--- config.mk ---
export PLATFORM = sky130hd
export DESIGN_NAME = branch_predictor
export DESIGN_NICKNAME = d
export VERILOG_FILES = /design/src/rtl/branch_predictor.sv
export SDC_FILE = /design/constraint.sdc
export NUM_CORES = 1
export LEC_CHECK = 0
export ABC_AREA = 1
export ABC_CLOCK_PERIOD_IN_PS = 3700
export CAP_MARGIN = 10
export CORE_MARGIN = 5
export CORE_UTILIZATION = 40
export DETAILED_ROUTE_END_ITERATION = 10
export SLEW_MARGIN = 10
export SYNTH_ARGS = -nofsm -noshare
export SYNTH_HDL_FRONTEND = slang
export SYNTH_SLANG_ARGS = --single-unit
export TNS_END_PERCENT = 10
--- constraint.sdc ---
create_clock -name clock_i -period 3.7 [get_ports clock_i]
set_input_delay 1.11 -clock clock_i [delete_from_list [all_inputs] [get_ports clock_i]]
set_output_delay 1.11 -clock clock_i [all_outputs]
set_load 0.05 [all_outputs]
--- src/rtl/branch_predictor.sv ---
// Gshare direction predictor with a direct-mapped tagged BTB and a speculative global history.
// Lookup is combinational; training and GHR updates take effect on the rising clock edge.
module branch_predictor #(
   parameter int unsigned GH       = 4,
   parameter int unsigned PHT_BITS = 4,
   parameter int unsigned BTB_BITS = 4,
   parameter int unsigned IDX_LSB  = 4
) (
   input  logic          clock_i,
   input  logic          reset_i,
   input  logic          predict_req_valid_i,
   input  logic [31:0]   predict_req_pc_i,
   input  logic          predict_req_used_i,
   output logic          predict_taken_o,
   output logic [31:0]   predict_target_o,
   output logic [GH-1:0] predict_ghr_snapshot_o,
   input  logic          train_valid_i,
   input  logic [31:0]   train_pc_i,
   input  logic          train_actual_taken_i,
   input  logic [31:0]   train_actual_target_i,
   input  logic [GH-1:0] train_ghr_snapshot_i,
   input  logic          recover_mispredict_pulse_i,
   input  logic [GH-1:0] recover_ghr_snapshot_i
);

   localparam int PhtN = 1 << PHT_BITS;
   localparam int BtbN = 1 << BTB_BITS;
   localparam int TagW = 32 - IDX_LSB - BTB_BITS;

   logic [GH-1:0]   ghr_q, ghr_d;
   logic [1:0]      pht_q [PhtN];
   logic [1:0]      pht_d [PhtN];
   logic            btb_valid_q [BtbN];
   logic            btb_valid_d [BtbN];
   logic [TagW-1:0] btb_tag_q [BtbN];
   logic [TagW-1:0] btb_tag_d [BtbN];
   logic [31:0]     btb_tgt_q [BtbN];
   logic [31:0]     btb_tgt_d [BtbN];

   logic [PHT_BITS-1:0] pred_pht_idx, train_pht_idx;
   logic [BTB_BITS-1:0] pred_btb_idx, train_btb_idx;
   logic [TagW-1:0]     pred_tag, train_tag;
   logic                pred_hit;
   logic                unused_pc_bits;

   assign pred_pht_idx  = predict_req_pc_i[IDX_LSB +: PHT_BITS] ^ PHT_BITS'(ghr_q);
   assign train_pht_idx = train_pc_i[IDX_LSB +: PHT_BITS] ^ PHT_BITS'(train_ghr_snapshot_i);
   assign pred_btb_idx  = predict_req_pc_i[IDX_LSB +: BTB_BITS];
   assign train_btb_idx = train_pc_i[IDX_LSB +: BTB_BITS];
   assign pred_tag      = predict_req_pc_i[31 -: TagW];
   assign train_tag     = train_pc_i[31 -: TagW];
   // Offset bits below the indexing granularity never affect a prediction.
   assign unused_pc_bits = ^{predict_req_pc_i[IDX_LSB-1:0], train_pc_i[IDX_LSB-1:0]};

   assign pred_hit = btb_valid_q[pred_btb_idx] && (btb_tag_q[pred_btb_idx] == pred_tag);
   assign predict_taken_o        = predict_req_valid_i & pht_q[pred_pht_idx][1] & pred_hit;
   assign predict_target_o       = predict_taken_o ? btb_tgt_q[pred_btb_idx] : 32'h0;
   assign predict_ghr_snapshot_o = ghr_q;

   // Recovery wins over a same-cycle speculative shift.
   always_comb begin
      ghr_d = ghr_q;
      if (recover_mispredict_pulse_i) begin
         ghr_d = recover_ghr_snapshot_i;
      end else if (predict_req_valid_i && predict_req_used_i) begin
         ghr_d = {ghr_q[GH-2:0], predict_taken_o};
      end
   end

   always_comb begin
      pht_d       = pht_q;
      btb_valid_d = btb_valid_q;
      btb_tag_d   = btb_tag_q;
      btb_tgt_d   = btb_tgt_q;
      if (train_valid_i) begin
         if (train_actual_taken_i) begin
            if (pht_q[train_pht_idx] != 2'd3) begin
               pht_d[train_pht_idx] = pht_q[train_pht_idx] + 2'd1;
            end
            btb_valid_d[train_btb_idx] = 1'b1;
            btb_tag_d[train_btb_idx]   = train_tag;
            btb_tgt_d[train_btb_idx]   = train_actual_target_i;
         end else if (pht_q[train_pht_idx] != 2'd0) begin
            pht_d[train_pht_idx] = pht_q[train_pht_idx] - 2'd1;
         end
      end
   end

   always_ff @(posedge clock_i or negedge reset_i) begin
      if (!reset_i) begin
         ghr_q <= '0;
         for (int i = 0; i < PhtN; i++) begin
            pht_q[i] <= 2'd1;
         end
         for (int i = 0; i < BtbN; i++) begin
            btb_valid_q[i] <= 1'b0;
            btb_tag_q[i]   <= '0;
            btb_tgt_q[i]   <= '0;
         end
      end else begin
         ghr_q       <= ghr_d;
         pht_q       <= pht_d;
         btb_valid_q <= btb_valid_d;
         btb_tag_q   <= btb_tag_d;
         btb_tgt_q   <= btb_tgt_d;
      end
   end

endmodule

== Yosys cells after proc, flatten, opt, wreduce, memory -nomap -nowiden ==
Index checks and enable logic that the tools add are counted.

* Add/subtract/negate cells: 2
* Order comparisons: 6
* Eq/ne operators: 3
* Mux-type cells: 33
* Bitwise operators: 9
* Reductions and logical operators: 9

{| class="wikitable"
|+ Operators with widths
! operator !! number
|-
| bitwise mux 512 bit || 1
|-
| bitwise mux 384 bit || 1
|-
| two-way mux 32 bit || 7
|-
| binary-select mux 32 bit (select 4 bit) || 1
|-
| demux 32 bit (select 4 bit) || 1
|-
| binary-select mux 24 bit (select 4 bit) || 1
|-
| demux 24 bit (select 4 bit) || 1
|-
| two-way mux 24 bit || 3
|-
| bitwise mux 32 bit || 2
|-
| == test 24 bit || 1
|-
| >= comparator 5 bit, second input constant || 4
|-
| NOT 4 -> 5 bit || 4
|-
| binary-select mux 2 bit (select 4 bit) || 2
|-
| OR 16 bit || 1
|-
| less-than comparator 5 x 1 -> 1 bit, second input constant || 2
|-
| two-way mux 2 bit || 5
|-
| demux 2 bit (select 4 bit) || 1
|-
| two-way mux 4 bit || 2
|-
| XOR 4 bit || 2
|-
| nonzero test 2 bit || 3
|-
| binary-select mux 1 bit (select 4 bit) || 1
|-
| demux 1 bit (select 4 bit) || 1
|-
| logical AND 1 bit || 4
|-
| two-way mux 1 bit || 3
|-
| 7 further kinds || 8
|}

* Register bits: 948
* Output and inout port bits: 37

== Depth between registers and ports, before layout ==
Gate-level depths: netlist of run 1.

* Depth in word-level cells: 9
* Mapped depth: 24
* Depth with buffers taken out: 23

== Least setup slack after synthesis of run 1 ==
No wires, ideal clock.

* Path kind: input port to output port
* Start point: input port predict_req_pc_i[5]
* End point: output port predict_target_o[0]
* Arrival: 3563 ps
* Required time: 2590 ps
* Slack: -973 ps
* Stages: 10
* Buffers on the path: 5
* Path through: buf_2 -> inv_2 -> buf_4 -> buf_2 -> buf_4 -> clkbuf_1 -> a21oi_1 -> a221oi_1 -> o31ai_1 -> nor3_1

* Longest elaborated chain between the ends: 8
* Elaborated cells between the ends (all ways): 20
* Classes of those cells: eq/ne: 1; mux: 13; bitwise: 5; reduce/logical: 1

{| class="wikitable"
|+ RTL lines
! item !! RTL line !! source
|-
| start, declared || 12 || <nowiki>input logic [31:0] predict_req_pc_i,</nowiki>
|-
| NOT 4 -> 5 bit (implied by the code) or XOR 4 bit (tied branches) || 55, 57, 46 ||
|-
| binary-select mux 24 bit (select 4 bit) or NOT 4 -> 5 bit (tied branches) || 55, 56 ||
|-
| two-way mux 24 bit (implied by the code) or binary-select mux 2 bit (select 4 bit) (tied branches) || 55, 56 ||
|-
| two-way mux 24 bit (implied by the code) or two-way mux 2 bit (tied branches) || 55, 56 ||
|-
| == test 24 bit or two-way mux 2 bit (tied branches) || 55, 56 ||
|-
| logical AND 1 bit or AND 1 bit (tied branches) || 55, 56 ||
|-
| AND 1 bit || 56 || <nowiki>assign predict_taken_o = predict_req_valid_i & pht_q[pred_pht_idx][1] & pred_hit;</nowiki>
|-
| two-way mux 32 bit (*) || 57 || <nowiki>assign predict_target_o = predict_taken_o ? btb_tgt_q[pred_btb_idx] : 32'h0;</nowiki>
|-
| end, declared || 15 || <nowiki>output logic [31:0] predict_target_o,</nowiki>
|}

Mark *: on every way between the ends. The rest lies on a longest branch, timed or not. The select of a mux whose other input is x is not followed.

== Worst setup path in the final report of run 1 ==
* Start point: input port predict_req_pc_i[4]
* End point: output port predict_target_o[6]

The elaborated chain is that of the path after synthesis.

==> impl_metrics.yaml, run 1 <==
cts:
  cts-root-buf: "clkbuf_16"
  post_cts_hold_buffer_count: 0
  htree_num_levels: 3
  clkLatencyLatePin_ns: 0.69
  clkSlewWorstSetupHoldPaths_ns: 0.06
  cts-buffers-inserted: 102
  cts_num_sinks: 948
  cts.path.max_buffers: 3
  tritoncts: "built"
power:
  p_seq_share_pct: 47.2
  clock_power_share_pct: 36.7
  share_comb_of_total_power_pct: 16.1
  irDropWorstVdd_mv: 0.375
  power.share.switching_pct: 28.4
  p_int_mw: 20.5
  power_mw: 28.6
  static-leakage-power_nw: 25.1
  total_switching_power_mw: 8.13
  powerDensity_mw_per_mm2: 538
drt:
  route.final.wire_length_um: 139000
  drtIter0Drc: 3277
  post_drt_wl_per_cell_um: 19.7
  num_vias: 37900
  drt.antenna.violating_nets: 0
  avgViaCountPerCell: 5.36
  drc_viols: 0
  detailedRoute.firstPassIterationCount: 6
outcome:
  status: "finished, violations left"
  violations: "setup timing"
cells_and_area:
  layout_commonest_cell: "nand2_1"
  postLayoutCellArea_mm2: 0.0531
  final_cell_mix: "1853 x nand2_1, 932 x dfrtp_1, 927 x o21ai_0, 275 x inv_1, 241 x nand3_1"
  nets: 5628
  final_layout_size_suffix_gt1_share_pct: 10.3
  final_util_pct: 48.7
  insertedDiodeCount: 0
  area_growth_syn_to_layout_pct: 20.3
placed_design:
  routabilityCongestion: 0.859
  io_buffer_count: 139
  preCtsSetupSlack_ns: -0.894
  dpl-instance-area_mm2: 0.0492
  place_hpwl_um: 82300
logic_synthesis:
  syn_nets: 5577
  synth_cell_type_count: 43
  post_synth_inst_count: 5464
  synth-seq-area-share_pct: 53.8
  synth.cell_area_mm2: 0.0441
  yosys_warnings: 0
  yosys_reg_bits: 948
  synth_area_per_cell_um2: 8.08
floorplan:
  pin_count: 148
  core_area_mm2: 0.109
  initial_utilization_pct: 40.4
  num_rows: 121
  die_area_mm2: 0.117
  dieWidth_um: 342
  die_height_um: 342
timing:
  final_hold_viol_count: 0
  period_needed_ns: 4.50
  post-route-worst-setup-slack_ns: -0.795
  final_max_slew_viol_count: 0
  fmax_ghz: 0.222
  tightest_slew_ns: 0.849
  setup-violations-final: 33
  hold_slack_ns: 0.426
  slew_headroom_pct: 42.9
  layout_worst_path_cycle_share_pct: 121
  finClkSkew_ns: 0.0158
  grt_setup_unrepaired: "true"
setup_path:
  crit_path_end: "predict_target_o[6]"
  critPathLaunchType: "primary input"
  endpoint_type_of_the_worst_setup_path: "primary output"
  path_max_fanout: 11
  most_repeated_library_cell_on_the_critical_path: "nand2_1"
  reg2reg_slack_ns: 1.29
  worst_path_largest_cell_delay_ns: 0.30
  worstReg2RegEnd: "pht_q[5]$_DFFE_PN0P_"
  worstSetupPathType: "in -> out"
  worstPathRequired_ns: 2.59
  startpoint: "predict_req_pc_i[4]"
  worst_ep_arrival_time_ns: 3.39
  path_cells: "buf_16, inv_16, bufbuf_16, nand2_1, nand2_1, nand2_1, nand3_1, nand3_1, nand3_2, nand2_1, nor2_1, nand2_1, nor2_2, nand2_4, buf_12, clkbuf_16, nor3_4, buf_12"
  critical-path-slowest-cell: "bufbuf_16"
  worst_r2r_path_depth: 14
global_routing:
  global_route_wire_length_before_repair_um: 218000
  grt_pass1_vias: 36600
  grt_antenna_before_repair: 0
  globalRouteOverflowTotal: 0
  grt_start_max_net_pins: 101
  grt.total_usage_pct: 23.5
flow_run:
  drv.max_cap_violation_count: 0
hold_path:
  worstHoldPathType: "in -> async"
## synth_stat cells, drive strengths merged
master	count	share of area [%]
nand4	2	0.028
nand2	1868	16
a21o	1	0.017
o2111ai	2	0.040
inv	279	2.4
a22oi	1	0.017
o21a	1	0.017
o221ai	1	0.020
a32o	22	0.50
o22ai	8	0.11
or2	12	0.17
clkinv	1	0.0085
xnor2	7	0.14
a221o	22	0.50
o21ai	962	11
clkbuf	299	2.5
mux2i	1	0.023
o22a	1	0.020
nand3	279	3.2
o211ai	34	0.58
a21oi	239	2.7
a221oi	84	1.7
o31ai	31	0.53
nor2	169	1.4
dfrtp	932	53
xor2	2	0.040
ha	2	0.057
dfstp	16	0.95
nor3	38	0.76
buf	148	1.9
## worst min-delay path by stage
stage                                      from                           to  depth (start not counted)
CTS                                     reset_i   btb_tag_q[101]$_DFFE_PN0P_                          1
detailed placement  btb_valid_q[12]$_DFFE_PN0P_  btb_valid_q[12]$_DFFE_PN0P_                          2
floorplan           btb_valid_q[13]$_DFFE_PN0P_  btb_valid_q[13]$_DFFE_PN0P_                          2
global route                            reset_i   btb_tag_q[101]$_DFFE_PN0P_                          1
finish                                  reset_i   btb_tag_q[101]$_DFFE_PN0P_                          1
global placement    btb_valid_q[15]$_DFFE_PN0P_  btb_valid_q[15]$_DFFE_PN0P_                          2
## area by class of cell
cell class,count,area (µm²)
Timing Repair Buffer,394,5020
Multi-Input combinational cell,3789,18000
Sequential cell,948,23700
Clock inverter,24,320
Fill cell,10500,56000
Inverter,280,1090
Clock buffer,162,3130
Tap cell,1476,1850
## metal layers
| metal | share of wire, % | global-route usage [%] |
|---|---|---|
| met1 | 45 | 32.6 |
| met2 | 46 | 38.5 |
| met3 | 5.9 | 3.50 |
| met4 | 3.4 | 7.28 |
| met5 | 0 | 0 |
## sequential cells by signal, indices dropped and copies added, names as in the netlist, named ones only
| signal | cells |
|---|---|
| btb_tgt_q | 512 |
| pht_q | 16 |
| btb_valid_q | 16 |
| btb_tag_q | 384 |
| predict_ghr_snapshot_o | 4 |
## critical path: cells and delay by family
| family | cells | cell delay (ns) |
|---|---|---|
| buf+inv | 6 | 1.07 |
| simple gates | 12 | 1.17 |
## timing repair
action / 4_1_cts / 5_1_grt
gates resized for setup: 53 / 7
endpoints found under the setup margin: 33 / 37
setup buffers: 1 / 1
cloned: 4 / 3
pin swaps: 8 / 3
## stage by stage
step / TNS [ns] / std cells
after floorplan: -14.91 / 5464
after global placement: -39.19 / 6878
after detailed placement: -40.14 / 6878
after CTS: -23.76 / 7069
after global routing: -28.61 / 7073
final: -23.69 / 7073
## power by group through the flow
stage               Combinational (mW)  Clock, mW  Sequential (mW)
finish                            4.61       10.5             13.5
global route                      5.33       11.1             13.7
CTS                               4.63       10.7             13.5
detailed placement                4.56          0             13.6
global placement                  4.44          0             13.6
floorplan                         3.12          0             13.4
## cell families (layout without fill, tap and decap cells)
logic type               after synthesis  after routing  share of synthesized area, %
AO/OA/AOI/OAI                       1409           1409                          17.6
XOR/XNOR                               9              9                         0.179
adder cells (fa/ha/maj)                2              2                        0.0567
buffers and inverters                727            860                          6.83
flip-flops                           948            948                          53.8
multiplexers                           1              1                        0.0227
AND/OR/NAND/NOR                     2368           2368                          21.5
No activity file was read; power rests on OpenSTA's default activity.
==> run 2: changes to the inputs <==
Settings changed: PLACE_DENSITY from default to 0.55.
==> run 2 against run 1 <==
Effect of this change: the run still ends with setup timing left; die area stayed put; critical path type unchanged; routed wire length is 3.8% higher; clock-buffer cell count fell by 1; global-route usage up 0.84 points; via count increased by 0.65%.
==> impl_metrics.yaml, run 2 (synthesis gave the netlist of run 1 again) <==
outcome:
  status: "finished, violations left"
  violations: "setup timing"
cells_and_area:
  registers.top_by_ff_count: "btb_tgt_q"
  area_growth_syn_to_layout_pct: 23.0
  nFillCells: 10600
  area_of_combinational_cells_with_multiple_inputs_mm2: 0.0182
  final_cell_mix: "1836 x nand2_1, 932 x dfrtp_1, 926 x o21ai_0, 276 x inv_1, 239 x a21oi_1"
  nets: 5718
  largest_registers: "btb_tgt_q x512, btb_tag_q x384"
  final-instance-count-excl-fill: 7167
  seqCellArea_mm2: 0.0237
  final_util_pct: 49.7
  final_layout_size_suffix_gt1_share_pct: 12.7
  largest_register_ffs: 512
  layout_commonest_cell: "nand2_1"
drt:
  drtIter0Drc: 3333
  avgViaCountPerCell: 5.32
  drt.antenna.violating_nets: 0
  detailedRoute.firstPassIterationCount: 6
  drc_viols: 0
  post_drt_wl_per_cell_um: 20.2
  route.final.wire_length_um: 145000
  num_vias: 38100
timing:
  post-route-worst-setup-slack_ns: -0.871
  tightest_slew_ns: 1.06
  final_hold_viol_count: 0
  slew_headroom_pct: 28.8
  period_needed_ns: 4.57
  setup-violations-final: 33
  final_max_slew_viol_count: 0
  grt_setup_unrepaired: "true"
  layout_worst_path_cycle_share_pct: 124
  finClkSkew_ns: 0.0149
  fmax_ghz: 0.219
  hold_slack_ns: 0.411
global_routing:
  grt_pass1_vias: 36500
  grt_start_max_net_pins: 98
  grt.total_usage_pct: 24.4
  grt_antenna_before_repair: 3
  globalRouteOverflowTotal: 0
  global_route_wire_length_before_repair_um: 224000
cts:
  htree_num_levels: 3
  cts_num_sinks: 948
  cts-root-buf: "clkbuf_16"
  cts-buffers-inserted: 105
  tritoncts: "built"
  cts.path.max_buffers: 3
  clkSlewWorstSetupHoldPaths_ns: 0.06
  clkLatencyLatePin_ns: 0.67
power:
  powerDensity_mw_per_mm2: 530
  irDropWorstVdd_mv: 0.371
  static-leakage-power_nw: 25.7
placed_design:
  routabilityCongestion: 0.854
  io_buffer_count: 139
  place.detailed.instances: 6922
  preCtsSetupSlack_ns: -1.04
  place_hpwl_um: 82400
setup_path:
  reg2reg_slack_ns: 1.31
  critPathLaunchType: "primary input"
  startpoint: "predict_req_pc_i[5]"
  worstSetupPathType: "in -> out"
  worst_r2r_path_depth: 14
  path_max_fanout: 8
  worst_ep_arrival_time_ns: 3.46
  endpoint_type_of_the_worst_setup_path: "primary output"
  worstPathRequired_ns: 2.59
hold_path:
  worstHoldPathType: "in -> async"
flow_run:
  drv.max_cap_violation_count: 0
floorplan:
  core_area_mm2: 0.109
  die_height_um: 342
  die_area_mm2: 0.117
  num_rows: 121
  initial_utilization_pct: 40.4
  dieWidth_um: 342
  pin_count: 148
run 2: routing by layer:
metal  up-vias  GRT usage [%]  share of wire [%]  wire length [µm]
li1      18300              -                  -                 -
met1     18700           34.9                 46             66300
met2      1011           39.8                 47             67500
met3       213           2.99                5.1              7390
met4         2           5.78                2.4              3440
met5         -              0             0.0048                 7
run 2: critical path: stages:
cell and delay (ns):
clkbuf_16 0.19, clkinv_16 0.11, buf_12 0.16, buf_8 0.13, nor2_1 0.07, o21ai_1 0.06, nand3_1 0.11, nand3_2 0.10
nand2_2 0.08, nand2_2 0.05, nand2_2 0.10, nand3_2 0.09, nor2_4 0.14, nand3_4 0.13, buf_12 0.20, clkbuf_16 0.19
nor3_4 0.20, buf_12 0.16
run 2: path summary, 6_finish.rpt:
| check | end |
|---|---|
| min reg2reg | btb_valid_q[15]$_DFFE_PN0P_ |
| max in group asynchronous | btb_tgt_q[488]$_DFFE_PN0P_ |
| min | btb_tag_q[79]$_DFFE_PN0P_ |
| max | predict_target_o[6] |
| min in group clock_i | btb_valid_q[15]$_DFFE_PN0P_ |
| max reg2reg | pht_q[5]$_DFFE_PN0P_ |
run 2: through the flow:
| step | setup TNS [ns] | power (mW) | cell area (µm²) |
|---|---|---|---|
| global placement | -42.14 | 18.1 | 49500 |
| finish | -26.79 | 28.7 | 54300 |
| CTS | -26.69 | 29.0 | 54100 |
| global route | -30.27 | 30.3 | 54300 |
| floorplan | -14.91 | 16.5 | 44600 |
| detailed placement | -42.98 | 18.2 | 49500 |
run 2: repair_timing:
| action | 4_1_cts | 5_1_grt |
|---|---|---|
| setup endpoints to repair | 33 | 33 |
| hold buffers | 0 | 0 |
| setup buffers | 29 | 4 |
| resized for setup | 97 | 41 |
| pin swaps | 36 | 40 |
| cloned | 18 | 3 |
run 2: cell type report:
| type | count | share of cell area [%] |
|---|---|---|
| Inverter | 280 | 2.03 |
| Tap cell | 1476 | 3.40 |
| Sequential cell | 948 | 43.7 |
| Multi-Input combinational cell | 3789 | 33.5 |
| Timing Repair Buffer | 477 | 10.8 |
| Timing Repair inverter | 4 | 0.101 |
| Clock inverter | 31 | 0.556 |
| Antenna cell | 1 | 0.00461 |
| Clock buffer | 161 | 5.84 |
run 2: report_power, final:
part | leakage [nW] | internal, mW | total (mW) | switching (mW)
Clock | 1.72 | 6.10 | 10.5 | 4.38
Sequential | 12.2 | 12.4 | 13.5 | 1.09
Combinational | 11.7 | 2.00 | 4.77 | 2.77
